--- config.mk ---
export PLATFORM = sky130hd
export DESIGN_NAME = moonbase_io_bridge
export DESIGN_NICKNAME = d
export VERILOG_FILES = /design/src/rtl/moonbase_io_pkg.sv /design/src/rtl/moonbase_uart_tx.sv /design/src/rtl/moonbase_io_bridge.sv
export SDC_FILE = /design/constraint.sdc
export NUM_CORES = 1
export LEC_CHECK = 0
export CORE_UTILIZATION = 50
export CTS_BUF_LIST = sky130_fd_sc_hd__clkbuf_2
export DETAILED_ROUTE_END_ITERATION = 8
export HOLD_SLACK_MARGIN = 0.05
export PLACE_DENSITY = 0.74
export SYNTH_ARGS = -nofsm -noshare
export SYNTH_HDL_FRONTEND = slang
export SYNTH_SLANG_ARGS = --single-unit
--- constraint.sdc ---
create_clock -name clk -period 2.7 [get_ports clk]
set_input_delay 0.27 -clock clk [delete_from_list [all_inputs] [get_ports clk]]
set_output_delay 0.27 -clock clk [all_outputs]
set_load 0.02 [all_outputs]
--- src/rtl/moonbase_io_pkg.sv ---
// Shared definitions for the moonbase I/O bridge: device register map and
// the serial transmitter state encoding.
package moonbase_io_pkg;

  localparam logic [6:0] ADDR_GPIO0  = 7'd0;
  localparam logic [6:0] ADDR_GPIO1  = 7'd1;
  localparam logic [6:0] ADDR_TXDATA = 7'd2;
  localparam logic [6:0] ADDR_CTRL   = 7'd3;
  localparam logic [6:0] ADDR_FSTAT  = 7'd4;
  localparam logic [6:0] ADDR_TSTAT  = 7'd5;

  typedef enum logic [1:0] {
    TX_IDLE  = 2'd0,
    TX_START = 2'd1,
    TX_DATA  = 2'd2,
    TX_STOP  = 2'd3
  } tx_state_e;

endpackage

--- src/rtl/moonbase_uart_tx.sv ---
// TX FIFO plus 8N1 serializer. Frames are emitted back to back while the
// FIFO holds data; the line idles high otherwise.
//
// Handshake: push is a one-cycle strobe with no ready. The byte is stored
// when the FIFO has room or a pop happens on the same edge; otherwise
// push_drop is asserted in that same cycle and the byte is discarded.
module moonbase_uart_tx
  import moonbase_io_pkg::*;
#(
  parameter int CLKS_PER_BIT = 16,
  parameter int FIFO_DEPTH   = 4
) (
  input  logic       clk,
  input  logic       reset_n,
  input  logic       push,
  input  logic [7:0] push_data,
  output logic       tx,
  output logic       full,
  output logic       empty,
  output logic       busy,
  output logic       push_drop,
  output tx_state_e  state_dbg
);

  localparam int AW = $clog2(FIFO_DEPTH);
  localparam int BW = $clog2(CLKS_PER_BIT);
  localparam logic [BW-1:0] BAUD_LAST = BW'(CLKS_PER_BIT - 1);

  logic [7:0]    mem [FIFO_DEPTH];
  logic [AW:0]   wr_ptr, rd_ptr;
  logic          pop, push_ok, baud_end;
  tx_state_e     state_q, state_d;
  logic [BW-1:0] baud_q, baud_d;
  logic [2:0]    bit_q, bit_d;
  logic [7:0]    shift_q, shift_d;
  logic          tx_q, tx_d;

  // Pointers carry a wrap bit so full and empty are distinguishable.
  assign empty     = (wr_ptr == rd_ptr);
  assign full      = (wr_ptr[AW-1:0] == rd_ptr[AW-1:0]) && (wr_ptr[AW] != rd_ptr[AW]);
  assign push_ok   = push && (!full || pop);
  assign push_drop = push && !push_ok;
  assign baud_end  = (baud_q == BAUD_LAST);
  assign busy      = (state_q != TX_IDLE);
  assign tx        = tx_q;
  assign state_dbg = state_q;

  // FIFO storage; no reset needed since occupancy is tracked by the pointers.
  always_ff @(posedge clk) begin
    if (push_ok) mem[wr_ptr[AW-1:0]] <= push_data;
  end

  // FIFO pointer update.
  always_ff @(posedge clk or negedge reset_n) begin
    if (!reset_n) begin
      wr_ptr <= '0;
      rd_ptr <= '0;
    end else begin
      if (push_ok) wr_ptr <= wr_ptr + 1'b1;
      if (pop)     rd_ptr <= rd_ptr + 1'b1;
    end
  end

  // Serializer state register; reset forces the line high at once.
  always_ff @(posedge clk or negedge reset_n) begin
    if (!reset_n) begin
      state_q <= TX_IDLE;
      baud_q  <= '0;
      bit_q   <= '0;
      shift_q <= '0;
      tx_q    <= 1'b1;
    end else begin
      state_q <= state_d;
      baud_q  <= baud_d;
      bit_q   <= bit_d;
      shift_q <= shift_d;
      tx_q    <= tx_d;
    end
  end

  // Next-state logic: start bit, 8 data bits LSB first, stop bit, then
  // either chain into the next frame or fall back to idle.
  always_comb begin
    state_d = state_q;
    baud_d  = baud_q;
    bit_d   = bit_q;
    shift_d = shift_q;
    tx_d    = tx_q;
    pop     = 1'b0;
    case (state_q)
      TX_IDLE: begin
        if (!empty) begin
          pop     = 1'b1;
          shift_d = mem[rd_ptr[AW-1:0]];
          tx_d    = 1'b0;
          baud_d  = '0;
          bit_d   = '0;
          state_d = TX_START;
        end
      end
      TX_START: begin
        if (baud_end) begin
          baud_d  = '0;
          tx_d    = shift_q[0];
          state_d = TX_DATA;
        end else begin
          baud_d = baud_q + 1'b1;
        end
      end
      TX_DATA: begin
        if (baud_end) begin
          baud_d = '0;
          if (bit_q == 3'd7) begin
            tx_d    = 1'b1;
            state_d = TX_STOP;
          end else begin
            bit_d   = bit_q + 3'd1;
            shift_d = {1'b0, shift_q[7:1]};
            tx_d    = shift_q[1];
          end
        end else begin
          baud_d = baud_q + 1'b1;
        end
      end
      TX_STOP: begin
        if (baud_end) begin
          baud_d = '0;
          if (!empty) begin
            pop     = 1'b1;
            shift_d = mem[rd_ptr[AW-1:0]];
            tx_d    = 1'b0;
            bit_d   = '0;
            state_d = TX_START;
          end else begin
            state_d = TX_IDLE;
          end
        end else begin
          baud_d = baud_q + 1'b1;
        end
      end
      default: state_d = TX_IDLE;
    endcase
  end

endmodule

--- src/rtl/moonbase_io_bridge.sv ---
// CPU external-bus bridge: address latch, nibble-pair write assembly,
// GPIO registers, 2-bit device read-back and the serial transmitter.
module moonbase_io_bridge
  import moonbase_io_pkg::*;
#(
  parameter int CLKS_PER_BIT = 16,
  parameter int FIFO_DEPTH   = 4
) (
  input  logic        clk,
  input  logic        reset_n,
  input  logic [7:0]  cpu_bus,
  output logic [1:0]  dev_data,
  output logic [6:0]  latch_addr,
  output logic [15:0] gpio_out,
  input  logic [7:0]  gpio_in,
  output logic        tx
);

  logic       wr_cycle, commit, tx_push, push_drop;
  logic       wr_half, overflow;
  logic [3:0] hi_q;
  logic [7:0] wr_byte;
  logic       fifo_full, fifo_empty, tx_busy;
  tx_state_e  unused_tx_state;
  logic       unused_bus_bits;

  // data_pc and the RAM write strobe belong to other bus agents.
  assign unused_bus_bits = ^cpu_bus[6:5];

  assign wr_cycle = !cpu_bus[7] && !cpu_bus[4];
  assign commit   = wr_cycle && wr_half;
  assign wr_byte  = {hi_q, cpu_bus[3:0]};
  assign tx_push  = commit && (latch_addr == ADDR_TXDATA);

  // Address latch and high-nibble capture; any non-write cycle drops a
  // half-assembled byte.
  always_ff @(posedge clk or negedge reset_n) begin
    if (!reset_n) begin
      latch_addr <= '0;
      hi_q       <= '0;
      wr_half    <= 1'b0;
    end else begin
      if (cpu_bus[7]) latch_addr <= cpu_bus[6:0];
      if (wr_cycle && !wr_half) begin
        hi_q    <= cpu_bus[3:0];
        wr_half <= 1'b1;
      end else begin
        wr_half <= 1'b0;
      end
    end
  end

  // Committed bytes land in the GPIO registers by address.
  always_ff @(posedge clk or negedge reset_n) begin
    if (!reset_n) begin
      gpio_out <= '0;
    end else if (commit) begin
      if (latch_addr == ADDR_GPIO0) gpio_out[7:0]  <= wr_byte;
      if (latch_addr == ADDR_GPIO1) gpio_out[15:8] <= wr_byte;
    end
  end

  // Sticky overflow flag: set by a dropped push, cleared by a control write.
  always_ff @(posedge clk or negedge reset_n) begin
    if (!reset_n) begin
      overflow <= 1'b0;
    end else if (push_drop) begin
      overflow <= 1'b1;
    end else if (commit && (latch_addr == ADDR_CTRL)) begin
      overflow <= 1'b0;
    end
  end

  // Device read mux, purely combinational from the latched address.
  always_comb begin
    dev_data = 2'b00;
    case (latch_addr)
      7'd0:        dev_data = gpio_in[1:0];
      7'd1:        dev_data = gpio_in[3:2];
      7'd2:        dev_data = gpio_in[5:4];
      7'd3:        dev_data = gpio_in[7:6];
      ADDR_FSTAT:  dev_data = {fifo_full, fifo_empty};
      ADDR_TSTAT:  dev_data = {tx_busy, overflow};
      default:     dev_data = 2'b00;
    endcase
  end

  moonbase_uart_tx #(
    .CLKS_PER_BIT (CLKS_PER_BIT),
    .FIFO_DEPTH   (FIFO_DEPTH)
  ) u_uart_tx (
    .clk       (clk),
    .reset_n   (reset_n),
    .push      (tx_push),
    .push_data (wr_byte),
    .tx        (tx),
    .full      (fifo_full),
    .empty     (fifo_empty),
    .busy      (tx_busy),
    .push_drop (push_drop),
    .state_dbg (unused_tx_state)
  );

endmodule

; Word level (Yosys, flattened, before mapping)
; Memories as Yosys holds them, arrays and structs flattened.
; Index checks and enable logic that the tools add are counted.
[word_totals]
input_bits = 18
ram_bits = 32
memories = 1
output_inout_bits = 26
reg_bits = 53
word_cells = 97
[classes]
n_reduce_logical = 25
mux = 35
eq_ne = 19
n_addsub = 4
[memory_table]
columns = name, words, width, rd, rd_ports_with_merged_regs, wr, line
row1 = u_uart_tx.mem, 4, 8, 1, 0, 1, moonbase_uart_tx.sv:29  ; logic [7:0] mem [FIFO_DEPTH];
[ops]
columns = op, n
row1 = 2-to-1 mux 8 bit, 4
row2 = case mux 8 bit (3 select lines), 1
row3 = equality test 7 x 2 -> 1 bit (second input constant), 2
row4 = equality test 7 x 3 -> 1 bit (second input constant), 2
row5 = 2-to-1 mux 1 bit, 13
row6 = 2-to-1 mux 3 bit, 4
row7 = case mux 2 bit (6 select lines), 1
row8 = 2-to-1 mux 2 bit, 5
row9 = adder 3 x 1 -> 3 bit (second input constant), 3
row10 = case mux 3 bit (3 select lines), 1
row11 = logical AND 1 bit, 8
row12 = 2-to-1 mux 4 bit, 2
row13 = != test 2 x 1 -> 1 bit (second input constant), 4
row14 = case mux 2 bit (4 select lines), 1
row15 = case mux 4 bit (2 select lines), 1
row16 = equality test 7 x 1 -> 1 bit (second input constant), 1
row17 = zero test 7 bit, 1
row18 = zero test 1 bit, 5
row19 = AND reduction 5 bit, 1
row20 = adder 4 x 1 -> 4 bit (second input constant), 1
row21 = equality test 2 bit (second input constant), 2
row22 = equality test 4 bit (second input constant), 1
row23 = != test 2 bit (second input constant), 2
row24 = case mux 1 bit (4 select lines), 1
row25 = 14 further kinds, 16

; Longest topological paths before layout
[logic_depth]
depth_word = 9
ltp_mapped = 7
depth_no_buf = 6

; By module
; From an unflattened synthesis, not the netlist that was laid out.
[hier_totals]
cells_unflattened = 250
hier_area_um2 = 3901.2
[by_module_without_submodules]
columns = mod, n_inst, cells_each, area_each_um2, seq_area_each_um2
row1 = moonbase_uart_tx, 1, 166, 2647.5, 1562.7
row2 = moonbase_io_bridge, 1, 84, 1253.7, 725.7

; Worst setup path after synthesis
; No wires, ideal clock.
[synth_path]
path_kind = register -> register
start = register u_uart_tx.state_q[0] (netlist: u_uart_tx.state_dbg[0])
end = memory u_uart_tx.mem[3][0] (enable)
path_stages_with_launch = 6
arrival_ns = 1.707
path_buffers = 0
setup_time_ns = 0.332
synth_period_minus_slack_ns = 2.038
required_time_ns = 2.368
slack_ns = 0.662
cell_sequence = dfrtp_1 inv_1 ha_1 o2111a_1 nor3b_2 and2_1
[synth_via]
elab_chain_cells = 6
elab_cells_between_ends = 7
classes_between = eq/ne: 1 / mux: 3 / reduce/logical: 3
[synth_rtl]
columns = item, line
row1 = start: declaration, moonbase_uart_tx.sv:32  ; tx_state_e state_q, state_d;
row2 = start signal: assignment, moonbase_uart_tx.sv:73  ; state_q <= state_d;
row3 = equality test 2 bit or zero test 2 bit (tied branches), moonbase_uart_tx.sv:90  ; case (state_q)
row4 = case mux 1 bit (2 select lines) *, moonbase_uart_tx.sv:90
row5 = logical OR 1 bit *, moonbase_uart_tx.sv:41  ; assign push_ok = push && (!full || pop);
row6 = logical AND 1 bit *, moonbase_uart_tx.sv:41
row7 = 2-to-1 mux 1 bit *, moonbase_uart_tx.sv:50  ; if (push_ok) mem[wr_ptr[AW-1:0]] <= push_data;
row8 = 2-to-1 mux 1 bit (implied by the code) *, moonbase_uart_tx.sv:50
row9 = end: declaration, moonbase_uart_tx.sv:29
; Every way passes the cells marked *; elsewhere a longest branch is shown, timed or not.

; Final worst setup path
[layout_path]
start = register u_uart_tx.wr_ptr[1]
end = output dev_data[0]
[layout_via]
elab_chain_cells = 2
[layout_rtl]
columns = item, line
row1 = start: declaration, moonbase_uart_tx.sv:30  ; logic [AW:0] wr_ptr, rd_ptr;
row2 = start signal: assignment, moonbase_uart_tx.sv:59  ; if (push_ok) wr_ptr <= wr_ptr + 1'b1;
row3 = equality test 3 bit, moonbase_uart_tx.sv:39  ; assign empty = (wr_ptr == rd_ptr);
row4 = case mux 2 bit (6 select lines), moonbase_io_bridge.sv:77  ; case (latch_addr)
row5 = end: declaration, moonbase_io_bridge.sv:12  ; output logic [1:0] dev_data,
; Every way passes these cells.

==> impl_metrics.env <==
export IMPL_p_leak_uw=0.00188
export IMPL_ys_ff_latch=85
export IMPL_yosys_area_top_type="dfrtp_1"
export IMPL_seq_area_frac_synth=0.593
export IMPL_skew_ns=0.0260
export IMPL_die_height_um=89.8
export IMPL_syn_avg_cell_area_um2=15.6
export IMPL_cp_max_fo=6
export IMPL_synth_area_leaders="dfrtp_1 (34%), edfxtp_1 (25%), mux2_2 (11%)"
export IMPL_period_minus_slack_ns=2.42
export IMPL_synth_top_cell_area_share=0.337
export IMPL_hp_class="in -> async"
export IMPL_pin_count=44
export IMPL_worstMarginPinSlew_ns=0.906
export IMPL_clock_latency_ns=0.52
export IMPL_fp_coreArea_mm2=0.00737
export IMPL_post_route_drc_count=0
export IMPL_die_w_um=89.8
export IMPL_setup_violations=0
export IMPL_fin_setup_tns_ns=0
export IMPL_yosysMostFrequentCell="dfrtp_1"
export IMPL_ir_worst_vdd_uv=265
export IMPL_dpl_hpwl_um=4730
export IMPL_drtPass1Iterations=4
export IMPL_wl_um=6580
export IMPL_wl_per_cell_um=16.2
export IMPL_diodes=0
export IMPL_arrival_ns=2.15
export IMPL_grt_usage=0.179
export IMPL_async_flop_share=0.624
export IMPL_worst_ep_required_time_ns=2.43
export IMPL_placementRows=31
export IMPL_max_cap_viol_count=0
export IMPL_drtIter0Drc=84
export IMPL_status="completed"
export IMPL_cts_htree_levels=3
export IMPL_synth_edff_count=32
export IMPL_port_buffers=43
export IMPL_hold_viol=0
export IMPL_grt_first_pass_wirelength_um=11300
export IMPL_rsz0062_at_grt="no"
export IMPL_max_freq_mhz=414
export IMPL_areaGrowthSynthToFinish_pct=18.3
export IMPL_ys_types=47
export IMPL_slew_viol_final=0
export IMPL_cts_buffer_depth=2
export IMPL_vias=2206
export IMPL_gr_total_overflow=0
export IMPL_tritoncts="yes"
export IMPL_clock_sinks=85
export IMPL_ant_nets=0
export IMPL_n_fill_cell=586
export IMPL_place_congestion=0.771
export IMPL_synth_net_count=278
export IMPL_start_kind="flip-flop"
export IMPL_synth_cell_area_mm2=0.00386
export IMPL_nets=333
export IMPL_vias_per_cell=5.43
export IMPL_yosys_warnings=0
export IMPL_drive_above_1_share=0.306
export IMPL_fin_ws_ns=0.285
export IMPL_fin_util=0.619
export IMPL_syn_inst=247
export IMPL_relSlewSlack=0.392
export IMPL_die_area_mm2=0.00807
export IMPL_path_clk_slew_ns=0.26
export IMPL_cts_buffers_inserted=9
export IMPL_grt_start_max_net_pins=21
export IMPL_critPathKind="reg -> out"
export IMPL_cts_root_buf="clkbuf_2"
export IMPL_cp_end_kind="output port"
export IMPL_start_util=0.523
export IMPL_fin_crit_sh=0.895
export IMPL_synth_commonest_cells="dfrtp_1 (52), mux2_2 (36), edfxtp_1 (32)"
export IMPL_grt_pass1_vias=2325
export IMPL_power_density_mw_per_mm2=493
export IMPL_antenna_found_initial=0
export IMPL_ys_flop_type="dfrtp_1"
export IMPL_preCtsSetupSlack_ns=0.296
==> layer usage <==
metal / global-route usage / wire length [µm]
met1: 0.246 / 3110
met2: 0.281 / 3150
met3: 0.0448 / 272
met4: 0.0546 / 46
met5: 0 / 0
==> worst max-delay path, cell delays in order (launching register included) <==
cell and delay, ns:
dfrtp_1 0.51, xnor2_2 0.28, and3_1 0.30, mux2i_1 0.11
o22ai_1 0.10, dlygate4sd2_1 0.35
==> cell families (layout without fill, tap and decap cells) <==
logic type               count (synthesis)  count (layout)  synth area share
flip-flops                              85              85             0.593
multiplexers                            58              58             0.205
AND/OR/NAND/NOR                         43              43            0.0759
AO/OA/AOI/OAI                           22              22            0.0406
buffers and inverters                   18              78            0.0247
adder cells (fa/ha/maj)                 13              13            0.0422
XOR/XNOR                                 8               8            0.0182
==> path summary, 6_finish.rpt <==
check	start	end	slack [ns]	cells after the start
min in group clk	cpu_bus[5]	latch_addr[5]	0.34	2
min reg2reg	u_uart_tx.bit_q[0]	u_uart_tx.bit_q[0]	0.50	1
max	u_uart_tx.wr_ptr[1]	dev_data[0]	0.28	5
min	reset_n	u_uart_tx.baud_q[3]	0.18	2
max in group asynchronous	reset_n	latch_addr[0]	1.89	3
max reg2reg	u_uart_tx.state_dbg[1]	u_uart_tx.mem[0][7]	0.31	6
==> placed cells by master, fill, tap and decap left out, types with 2 or more instances in the layout <==
cell,n
dfrtp_1,50
clkdlybuf4s50_1,40
mux2_2,36
edfxtp_1,32
ha_1,13
inv_1,10
mux4_2,10
clkbuf_2,9
mux2_4,8
buf_4,8
nand2_1,7
o21ai_0,7
nand3_1,6
and3_1,4
mux2i_1,4
and2_1,4
inv_6,4
xnor2_2,3
xor2_1,3
nor3_1,3
nor2_1,3
nor4_4,2
nand3b_1,2
o22ai_1,2
nor2b_1,2
xnor2_1,2
a32o_1,2
a211oi_1,2
a21oi_1,2
dfrtp_2,2
==> layout make-up <==
class / instances / area (µm²) / area share
multi-input combinational: 144 / 1500 / 0.328
clock inverter: 7 / 71.3 / 0.0156
tap: 99 / 124 / 0.0272
sequential: 85 / 2290 / 0.502
inverter: 10 / 37.5 / 0.00823
clock buffer: 9 / 45.0 / 0.00988
timing repair buffer: 52 / 497 / 0.109
==> sequential cells by signal, indices dropped and copies added, names as in the netlist <==
register             cells
u_uart_tx.shift_q        8
u_uart_tx.mem           32
u_uart_tx.wr_ptr         3
u_uart_tx.bit_q          3
gpio_out                16
u_uart_tx.tx             1
hi_q                     4
wr_half                  1
u_uart_tx.rd_ptr         3
u_uart_tx.state_dbg      2
u_uart_tx.baud_q         4
overflow                 1
latch_addr               7
==> where the power goes <==
group	internal, µW	switching [µW]	total (µW)
combinational	95.6	81.6	177
clock	153	489	643
sequential	1380	47.2	1430
total	1630	618	2250
==> per-stage QoR <==
step | hold WS (ns) | cells | total power, µW | instance area, µm²
2_1_floorplan | -0.0256 | 247 | 1520 | 3860
3_3_place_gp | 0.250 | 387 | 1630 | 4390
3_5_place_dp | 0.247 | 387 | 1630 | 4390
4_1_cts | 0.152 | 406 | 2270 | 4560
5_1_grt | 0.169 | 406 | 2350 | 4560
6_report | 0.183 | 406 | 2250 | 4560
==> what timing repair did <==
item                                   4_1_cts  5_1_grt
setup endpoints to repair                    2        1
setup buffers                                2        0
hold buffers                                 1        0
gates resized for setup                      5        2
endpoints found under the hold margin       28        0
pin swaps                                    1        0
Power figures use the tool's default switching activity.
